## config.mk

```make
export PLATFORM = sky130hd
export DESIGN_NAME = envelope_vca_flat
export DESIGN_NICKNAME = d
export VERILOG_FILES = /design/src/rtl/synth_pkg.sv /design/src/rtl/envelope_vca_if.sv /design/src/rtl/adsr_core.sv /design/src/rtl/envelope_vca.sv /design/src/flat_wrapper.sv
export SDC_FILE = /design/constraint.sdc
export NUM_CORES = 1
export LEC_CHECK = 0
export CAP_MARGIN = 20
export CORE_MARGIN = 4
export CORE_UTILIZATION = 43
export DETAILED_ROUTE_END_ITERATION = 16
export GPL_TIMING_DRIVEN = 1
export PLACE_DENSITY = 0.69
export SYNTH_ARGS = -nofsm -noshare
export SYNTH_HDL_FRONTEND = slang
export SYNTH_SLANG_ARGS = --single-unit
```

## constraint.sdc

```tcl
create_clock -name clk_in -period 6.6 [get_ports clk_in]
set_input_delay 0.66 -clock clk_in [delete_from_list [all_inputs] [get_ports clk_in]]
set_output_delay 0.66 -clock clk_in [all_outputs]
set_load 0.01 [all_outputs]
```

## src/rtl/synth_pkg.sv

```systemverilog
// Shared types and constants for the envelope/VCA voice path.
// Exports: AUDIO_W, ENV_W, ENV_MAX, adsr_state_t.
package synth_pkg;

    localparam int AUDIO_W = 24;
    localparam int ENV_W   = 16;

    localparam logic [ENV_W-1:0] ENV_MAX = '1;

    typedef enum logic [2:0] {
        IDLE,
        ATTACK,
        DECAY,
        SUSTAIN,
        RELEASE
    } adsr_state_t;

endpackage

```

## src/rtl/envelope_vca_if.sv

```systemverilog
// Output sample stream of the envelope/VCA stage.
// val_out: scaled sample, valid_out: one-cycle strobe per new sample.
interface envelope_vca_if;
    import synth_pkg::*;

    logic [AUDIO_W-1:0] val_out;
    logic               valid_out;

    modport master (
        output val_out,
        output valid_out
    );

    modport slave (
        input val_out,
        input valid_out
    );

endinterface

```

## src/rtl/adsr_core.sv

```systemverilog
// ADSR state machine and envelope level register, stepped on tick.
// In: clk, rst_n, tick, gate, rates, sustain. Out: level, state.
module adsr_core
    import synth_pkg::*;
(
    input  logic             clk,
    input  logic             rst_n,
    input  logic             tick,
    input  logic             gate,
    input  logic [ENV_W-1:0] attack_rate,
    input  logic [ENV_W-1:0] decay_rate,
    input  logic [ENV_W-1:0] release_rate,
    input  logic [ENV_W-1:0] sustain,
    output logic [ENV_W-1:0] level,
    output adsr_state_t      state
);

    logic [ENV_W:0]        att_sum;
    logic                  att_full;
    logic signed [ENV_W:0] dec_diff;
    logic                  dec_done;
    logic                  rel_zero;
    logic [ENV_W-1:0]      rel_level;

    // 17-bit sum so overflow past full scale is visible
    assign att_sum  = {1'b0, level} + {1'b0, attack_rate};
    assign att_full = (attack_rate == '0) || att_sum[ENV_W]
                    || (att_sum[ENV_W-1:0] == ENV_MAX);

    // signed difference so an undershoot below zero still
    // compares as below sustain
    assign dec_diff = $signed({1'b0, level})
                    - $signed({1'b0, decay_rate});
    assign dec_done = (decay_rate == '0)
                    || (dec_diff <= $signed({1'b0, sustain}));

    assign rel_zero  = (release_rate == '0) || (level <= release_rate);
    assign rel_level = level - release_rate;

    always_ff @(posedge clk or negedge rst_n) begin
        if (!rst_n) begin
            state <= IDLE;
            level <= '0;
        end else if (tick) begin
            // gate changes win over level-driven transitions
            if (!gate && state != IDLE) begin
                if (rel_zero) begin
                    state <= IDLE;
                    level <= '0;
                end else begin
                    state <= RELEASE;
                    level <= rel_level;
                end
            end else begin
                unique case (state)
                    IDLE, ATTACK, RELEASE: begin
                        if (!gate) begin
                            state <= IDLE;
                            level <= '0;
                        end else if (att_full) begin
                            state <= DECAY;
                            level <= ENV_MAX;
                        end else begin
                            state <= ATTACK;
                            level <= att_sum[ENV_W-1:0];
                        end
                    end
                    DECAY: begin
                        if (dec_done) begin
                            state <= SUSTAIN;
                            level <= sustain;
                        end else begin
                            level <= dec_diff[ENV_W-1:0];
                        end
                    end
                    SUSTAIN: level <= sustain;
                    default: begin
                        state <= IDLE;
                        level <= '0;
                    end
                endcase
            end
        end
    end

endmodule

```

## src/rtl/envelope_vca.sv

```systemverilog
// ADSR envelope generator feeding a pipelined VCA multiplier.
// In: clk_in, rst_n_in, sample_tick_in, gate_in, audio_in, rates,
// sustain. Out: env_out, busy_out, out_if (val_out, valid_out).
module envelope_vca
    import synth_pkg::*;
(
    input  logic               clk_in,
    input  logic               rst_n_in,
    input  logic               sample_tick_in,
    input  logic               gate_in,
    input  logic [AUDIO_W-1:0] audio_in,
    input  logic [ENV_W-1:0]   attack_rate_in,
    input  logic [ENV_W-1:0]   decay_rate_in,
    input  logic [ENV_W-1:0]   release_rate_in,
    input  logic [ENV_W-1:0]   sustain_level_in,
    output logic [ENV_W-1:0]   env_out,
    output logic               busy_out,
    envelope_vca_if.master     out_if
);

    localparam int PROD_W = AUDIO_W + ENV_W;

    adsr_state_t               state;
    logic [ENV_W-1:0]          level;
    logic signed [AUDIO_W-1:0] audio_q;
    logic signed [PROD_W-1:0]  product;
    logic                      v0;
    logic                      v1;

    adsr_core u_core (
        .clk          (clk_in),
        .rst_n        (rst_n_in),
        .tick         (sample_tick_in),
        .gate         (gate_in),
        .attack_rate  (attack_rate_in),
        .decay_rate   (decay_rate_in),
        .release_rate (release_rate_in),
        .sustain      (sustain_level_in),
        .level        (level),
        .state        (state)
    );

    assign env_out  = level;
    assign busy_out = (state != IDLE);

    always_ff @(posedge clk_in or negedge rst_n_in) begin
        if (!rst_n_in) begin
            audio_q          <= '0;
            product          <= '0;
            v0               <= 1'b0;
            v1               <= 1'b0;
            out_if.val_out   <= '0;
            out_if.valid_out <= 1'b0;
        end else begin
            if (sample_tick_in)
                audio_q <= audio_in;
            v0 <= sample_tick_in;
            // level < 2^16 keeps the signed product inside PROD_W bits,
            // so the top (41st) bit of the full product is redundant
            product <= PROD_W'(audio_q * $signed({1'b0, level}));
            v1 <= v0;
            out_if.val_out   <= product[PROD_W-1:ENV_W];
            out_if.valid_out <= v1;
        end
    end

endmodule

```

## src/flat_wrapper.sv

```systemverilog
// flat-port wrapper written by rule: the top's interface ports become plain ports
module envelope_vca_flat import synth_pkg::*;
  (clk_in, rst_n_in, sample_tick_in, gate_in, audio_in, attack_rate_in, decay_rate_in, release_rate_in, sustain_level_in, env_out, busy_out, out_if_val_out, out_if_valid_out);
  envelope_vca_if out_if_i ();
  input  logic clk_in;
  input  logic rst_n_in;
  input  logic sample_tick_in;
  input  logic gate_in;
  input  logic [AUDIO_W-1:0] audio_in;
  input  logic [ENV_W-1:0] attack_rate_in;
  input  logic [ENV_W-1:0] decay_rate_in;
  input  logic [ENV_W-1:0] release_rate_in;
  input  logic [ENV_W-1:0] sustain_level_in;
  output logic [ENV_W-1:0] env_out;
  output logic busy_out;
  output wire logic [$bits(out_if_i.val_out)-1:0] out_if_val_out;
  output wire logic [$bits(out_if_i.valid_out)-1:0] out_if_valid_out;
  assign out_if_val_out = out_if_i.val_out;
  assign out_if_valid_out = out_if_i.valid_out;
  envelope_vca u_core (.clk_in(clk_in), .rst_n_in(rst_n_in), .sample_tick_in(sample_tick_in), .gate_in(gate_in), .audio_in(audio_in), .attack_rate_in(attack_rate_in), .decay_rate_in(decay_rate_in), .release_rate_in(release_rate_in), .sustain_level_in(sustain_level_in), .env_out(env_out), .busy_out(busy_out), .out_if(out_if_i));
endmodule
```

---- Word level (Yosys, flattened, before mapping) ----
Cells that the tools add are included.
operators by class
  magnitude comparators ................... 2
  multiply operators ...................... 1
  equal/unequal tests ..................... 7
  add/subtract/negate cells ............... 3
  reduce and logical (&&, ||, !) cells .... 13
  muxes and demuxes ....................... 12
operator list
  operator                                       number
  2-to-1 mux 16 bit                              5
  zero test 16 bit                               3
  one-hot mux 16 bit (3 select lines)            1
  multiplier 24 x 17 -> 40 bit                   1
  adder 16 x 16 -> 17 bit                        1
  <= comparator 17 bit                           1
  subtractor 16 x 16 -> 17 bit                   1
  == test 16 bit, second input constant          1
  <= comparator 16 bit                           1
  subtractor 16 bit                              1
  2-to-1 mux 3 bit                               3
  one-hot mux 3 bit (3 select lines)             1
  == test 3 x 2 -> 1 bit, second input constant  2
  logical OR 1 bit                               4
  2-to-1 mux 2 bit                               2
  == test 3 x 1 -> 1 bit, second input constant  1
  == test 3 bit, second input constant           1
  zero test 3 bit                                1
  != test 3 bit, second input constant           1
  AND reduction 3 bit                            1
  nonzero test 3 bit                             1
  OR reduction 3 bit                             1
  != test 2 bit, second input constant           1
  logical AND 1 bit                              1
  zero test 1 bit                                1
storage, ports and cells
  input bits .............................. 92
  logic and storage cells ................. 46
  register bits after elaboration ......... 110
  output and inout port bits .............. 42

---- Depth between registers and ports, before layout ----
  depth in word-level cells ............... 7
  mapped depth ............................ 25
  mapped depth without buffers ............ 24

---- Hierarchy ----
A second synthesis with hierarchy kept.
unflattened totals
  cells, all modules ...................... 2172
  area, all modules ....................... 19800.2 um2
modules (own cells, without submodules)
  module        seq. area each (um2)  cells each  area an instance (um2)  times used
  envelope_vca  1876.8                1609        15605.0                 1
  adsr_core     475.5                 563         4195.3                  1

---- Worst setup path before layout ----
OpenSTA, ideal clock, no wires.
  kind .................................... flip-flop to flip-flop
  start ................................... reg u_core.u_core.level[9]
  end ..................................... reg u_core.product[38]
  setup time .............................. 80 ps
  setup slack ............................. 476 ps
  arrival time ............................ 6044 ps
  period minus slack after synthesis ...... 6124 ps
  data required time ...................... 6520 ps
  path buffers ............................ 2
  stages on the path, launching flop included .. 25
  cell sequence ........................... dfrtp_1 > clkbuf_1 > clkbuf_1 > nand2_1 > fa_1 > inv_1 > fa_1 > inv_1 > fa_1 > inv_1 > fa_1 > fa_1 > inv_1 > fa_1 > inv_1 > ha_1 > a211oi_1 > nor2_1 > o21ai_0 > a31oi_1 > a211o_1 > a41oi_2 > o311ai_0 > a21oi_1 > xnor2_1
on the way
  longest elaborated chain between the ends .. 1
RTL lines
  item                          line                text
  from (decl)                   adsr_core.sv:14     output logic [ENV_W-1:0] level,
  from (signal assigned)        adsr_core.sv:52     level <= rel_level;
  from (signal assigned)        adsr_core.sv:65     level <= att_sum[ENV_W-1:0];
  from (signal assigned)        adsr_core.sv:71     level <= sustain;
  multiplier 24 x 17 -> 40 bit  envelope_vca.sv:60  product <= PROD_W'(audio_q * $signed({1'b0, level}));
  to (signal assigned)          envelope_vca.sv:60
  to (decl)                     envelope_vca.sv:26  logic signed [PROD_W-1:0] product;
Every way passes these cells.
A chain may end at the register's enable or synchronous reset.

---- Final worst setup path ----
  start ................................... reg u_core.u_core.level[5]
  end ..................................... reg u_core.product[32]
Same word-level chain as after synthesis.

==> impl_results.rst <==
.. list-table::
   :header-rows: 1

   * - Metric
     - Value
   * - Antenna-violating nets left
     - 0
   * - Count of flip-flops with a built-in enable after synthesis
     - 0
   * - Top cell by count, worst path
     - fa_1
   * - Final core occ
     - 49.7%
   * - Net Count, Synth
     - 2,739
   * - Total DRC errors in the routed layout
     - 0
   * - Ports placed on the boundary
     - 134
   * - Grt met3 use
     - 3.89%
   * - WP data required
     - 6900 ps
   * - Initial Utilization
     - 43.7%
   * - Diode insertion count for antenna repair
     - 0
   * - All-layer global routing usage
     - 22.2%
   * - Register-to-register setup slack
     - 230 ps
   * - Wire length after detailed routing
     - 50.6 mm
   * - Iter 0 DRT Violations
     - 945
   * - Cell depth of the worst flop-to-flop path
     - 22
   * - Achievable frequency
     - 157 MHz
   * - Hold Buf Count CTS
     - 0
   * - Final Net Count
     - 2,877
   * - Final non-filler cell area
     - 0.0220 sq mm
   * - Met1 usage
     - 29.1%
   * - Critical path destination
     - u_core.product[32]
   * - Core area
     - 0.0443 sq mm
   * - Status
     - completed
   * - Pin count of the biggest net entering global routing
     - 66
   * - Path type of the worst setup path
     - reg2reg
   * - TritonRoute pass-1 iters
     - 5
   * - Total overflow reported by the global router
     - 0
   * - Critical register-to-register path startpoint
     - u_core.u_core.level[5]
   * - Worst relative slew slack
     - 32.8%
   * - Post-route minimum period
     - 6370 ps
   * - Standard cell area after detailed placement
     - 0.0217 sq mm
   * - Leading cell types in the layout, fill and taps excluded
     - inv_1, fa_1, nand2_1
   * - Library cells used by synthesis
     - 70
   * - Initial antenna violation count
     - 0
   * - Sinks on the clock net
     - 94
   * - Number of H-tree levels
     - 3
   * - Routed length per placed instance
     - 17.8 um
   * - Arr. time, crit path
     - 6670 ps
   * - Ys async rst share
     - 100%
   * - Bufs on Longest Clock Path
     - 2
   * - Ranking of synthesized cells by area
     - fa_1, dfrtp_1, ha_1
   * - Number of global-route vias before repair
     - 16.4k
   * - Synth Warn #
     - 0
   * - Slowest library cell on the worst path
     - fa_1
   * - Synthesized instance count
     - 2,114
   * - Setup-violating endpoint count in the final report
     - 0
   * - Clock skew after layout
     - 13.1 ps
   * - Global-route layer with the greatest usage
     - met2
   * - TritonCTS clock tree
     - built
   * - Horizontal die dimension
     - 220 um
   * - Cells along the critical path
     - buf_12 -> and2_1 -> fa_1 -> inv_1 -> fa_1 -> fa_1 -> inv_1 -> fa_1 -> fa_1 -> inv_1 -> fa_1 -> inv_1 -> ha_1 -> a211oi_1 -> o21ai_0 -> o211ai_1 -> a31oi_1 -> a211o_1 -> a41oi_4 -> o21ai_0 -> a21oi_1 -> xnor2_1
   * - Clock transition at the register clock pins on the worst setup and hold paths after CTS
     - 80 ps
   * - Type of element capturing the critical path
     - flip-flop
   * - Total of max-cap violations
     - 0
   * - Library cell occupying the most area in the post-synthesis netlist
     - fa_1
   * - Final Hold Viols
     - 0
   * - Die boundary height
     - 220 um
   * - HPWL after detailed placement
     - 42.5 mm
   * - Layout overhead on the synthesized area
     - 13.9%
   * - Met2 capacity usage during global routing
     - 38.2%
   * - Clk Latency, worst-skew pair
     - 380 ps
   * - Row cnt
     - 77
   * - GPL Wtd Cong
     - 0.927
   * - # port buffers
     - 133
   * - Peak per-stage delay on the critical path
     - 540 ps
   * - Overall via count from detail_route
     - 14.9k
   * - Final Max Slew Viols
     - 0
   * - Final cycle utilization of the critical path
     - 96.5%
   * - Inserted Clock Buffers
     - 9
   * - Maximum net fanout on the critical path
     - 16
   * - Filler cell count
     - 4,156
   * - Vias per cell
     - 5.22
   * - Fraction of synthesized cell area taken by the top area cell type
     - 38.6%
   * - Worst setup path start
     - u_core.u_core.level[5]
   * - Number of buffers added for setup after CTS
     - 0
   * - Clock root buffer master
     - clkbuf_16
   * - Wire length of the first global-routing pass
     - 84.6 mm
   * - Most common library cell in the layout ignoring fill and taps
     - inv_1
   * - Path class of the lowest-slack min-delay path
     - in2async
   * - Post-synthesis register bit count
     - 94
   * - Pin slew with the least headroom to its limit
     - 1000 ps
   * - Die Area
     - 0.0485 sq mm
   * - Fraction of final layout cells with drive strength greater than 1
     - 6.56%
   * - R2R Path End
     - u_core.product[32]
   * - Most used DFF post-synth
     - dfrtp_1
   * - Startpoint type of the worst setup path
     - flip-flop
   * - Unrepaired setup endpoints after global routing
     - yes
   * - Post-Synthesis Cell Area
     - 0.0194 sq mm
   * - Setup TNS Final
     - 0 ps
   * - Share of synthesized area occupied by flip-flops and latches
     - 12.2%
   * - Mapped Avg Cell Area
     - 9.16 sq um
==> logic make-up (layout without fill, tap and decap cells) <==
family                     Yosys count  after routing  share of synthesized area, %
AOI/OAI and AO/OA                  244            244                          8.82
xor gates and xnor gates            68             68                          3.08
adders and majority gates          533            533                          48.9
buffers and inverters              560            703                          10.9
DFF                                 94             94                          12.2
muxes                               30             30                          1.71
and+or+nand+nor                    585            585                          14.5
==> stage by stage <==
stage	setup slack [ps]	cells	hold slack [ps]
floorplan	476	2114	331
global placement	139	2833	334
detailed placement	-30.1	2833	336
CTS	9.15	2849	190
global route	-32.5	2849	214
finish	231	2849	197
==> how the worst min path moves through the flow <==
stage                               endpoint  slack (ps)  cells past startpoint
floorplan           u_core.out_if.val_out[0]         330                      0
global placement                   u_core.v1         330                      0
detailed placement  u_core.out_if.val_out[2]         340                      0
CTS                        u_core.audio_q[2]         190                      1
global route               u_core.audio_q[2]         210                      1
finish                     u_core.audio_q[2]         200                      1
==> flip-flops by register name, summed over array words and instances (netlist names) <==
signal and flops:
u_core.product 24, u_core.u_core.level 16, u_core.v1 1, u_core.out_if.valid_out 1, u_core.u_core.state 3, u_core.out_if.val_out 24, u_core.audio_q 24, u_core.v0 1
==> critical path: cells and delay by family (launching register included) <==
family                     cells  cell delay, ps
adders and majority gates      7            3320
AOI/OAI and AO/OA              8            1810
DFF                            1             480
buffers and inverters          5             390
and+or+nand+nor                1             160
xor gates and xnor gates       1             130
==> cell usage after synthesis, types with 4 or more instances <==
| cell type | number |
|---|---|
| a31oi_1 | 9 |
| dfrtp_1 | 94 |
| inv_1 | 487 |
| and3_1 | 8 |
| a221o_1 | 4 |
| o31a_1 | 4 |
| o21bai_1 | 5 |
| a21oi_1 | 55 |
| o211ai_1 | 9 |
| nand3_1 | 22 |
| xnor2_1 | 50 |
| a211oi_1 | 12 |
| ha_1 | 160 |
| fa_1 | 373 |
| clkbuf_1 | 69 |
| nand2b_1 | 7 |
| nand4_1 | 13 |
| o31ai_1 | 7 |
| mux2_2 | 24 |
| nor2_1 | 57 |
| nor2b_1 | 7 |
| nor3_1 | 16 |
| mux2i_1 | 6 |
| a211o_1 | 4 |
| a21o_1 | 21 |
| xor2_1 | 18 |
| o21a_1 | 9 |
| o21ai_0 | 50 |
| and2_1 | 151 |
| o21ai_1 | 6 |
| a22oi_1 | 6 |
| nand2_1 | 277 |
| nor4_1 | 15 |
==> repair_timing <==
item	CTS	global route
cloned	0	0
hold endpoints to repair	0	0
pin swaps	0	2
setup endpoints to repair	2	10
resized for setup	3	22
==> routing by layer <==
metal / wire (um) / up-vias
met2: 24600 / 486
li1: - / 6778
met5: 0 / -
met1: 21400 / 7505
met4: 1510 / 0
met3: 3070 / 101
==> final cells by class <==
class	instances	area, sq um	area share, %
Timing Repair Buffer	199	1840	8.37
Sequential cell	94	2370	10.8
Tap cell	592	741	3.36
Clock buffer	9	225	1.02
Inverter	488	1830	8.31
Multi-Input combinational cell	1460	14900	67.7
Clock inverter	7	103	0.465
Power is not shown: default switching activity piles up to over one toggle a cycle in this logic, so the estimate is an artifact.
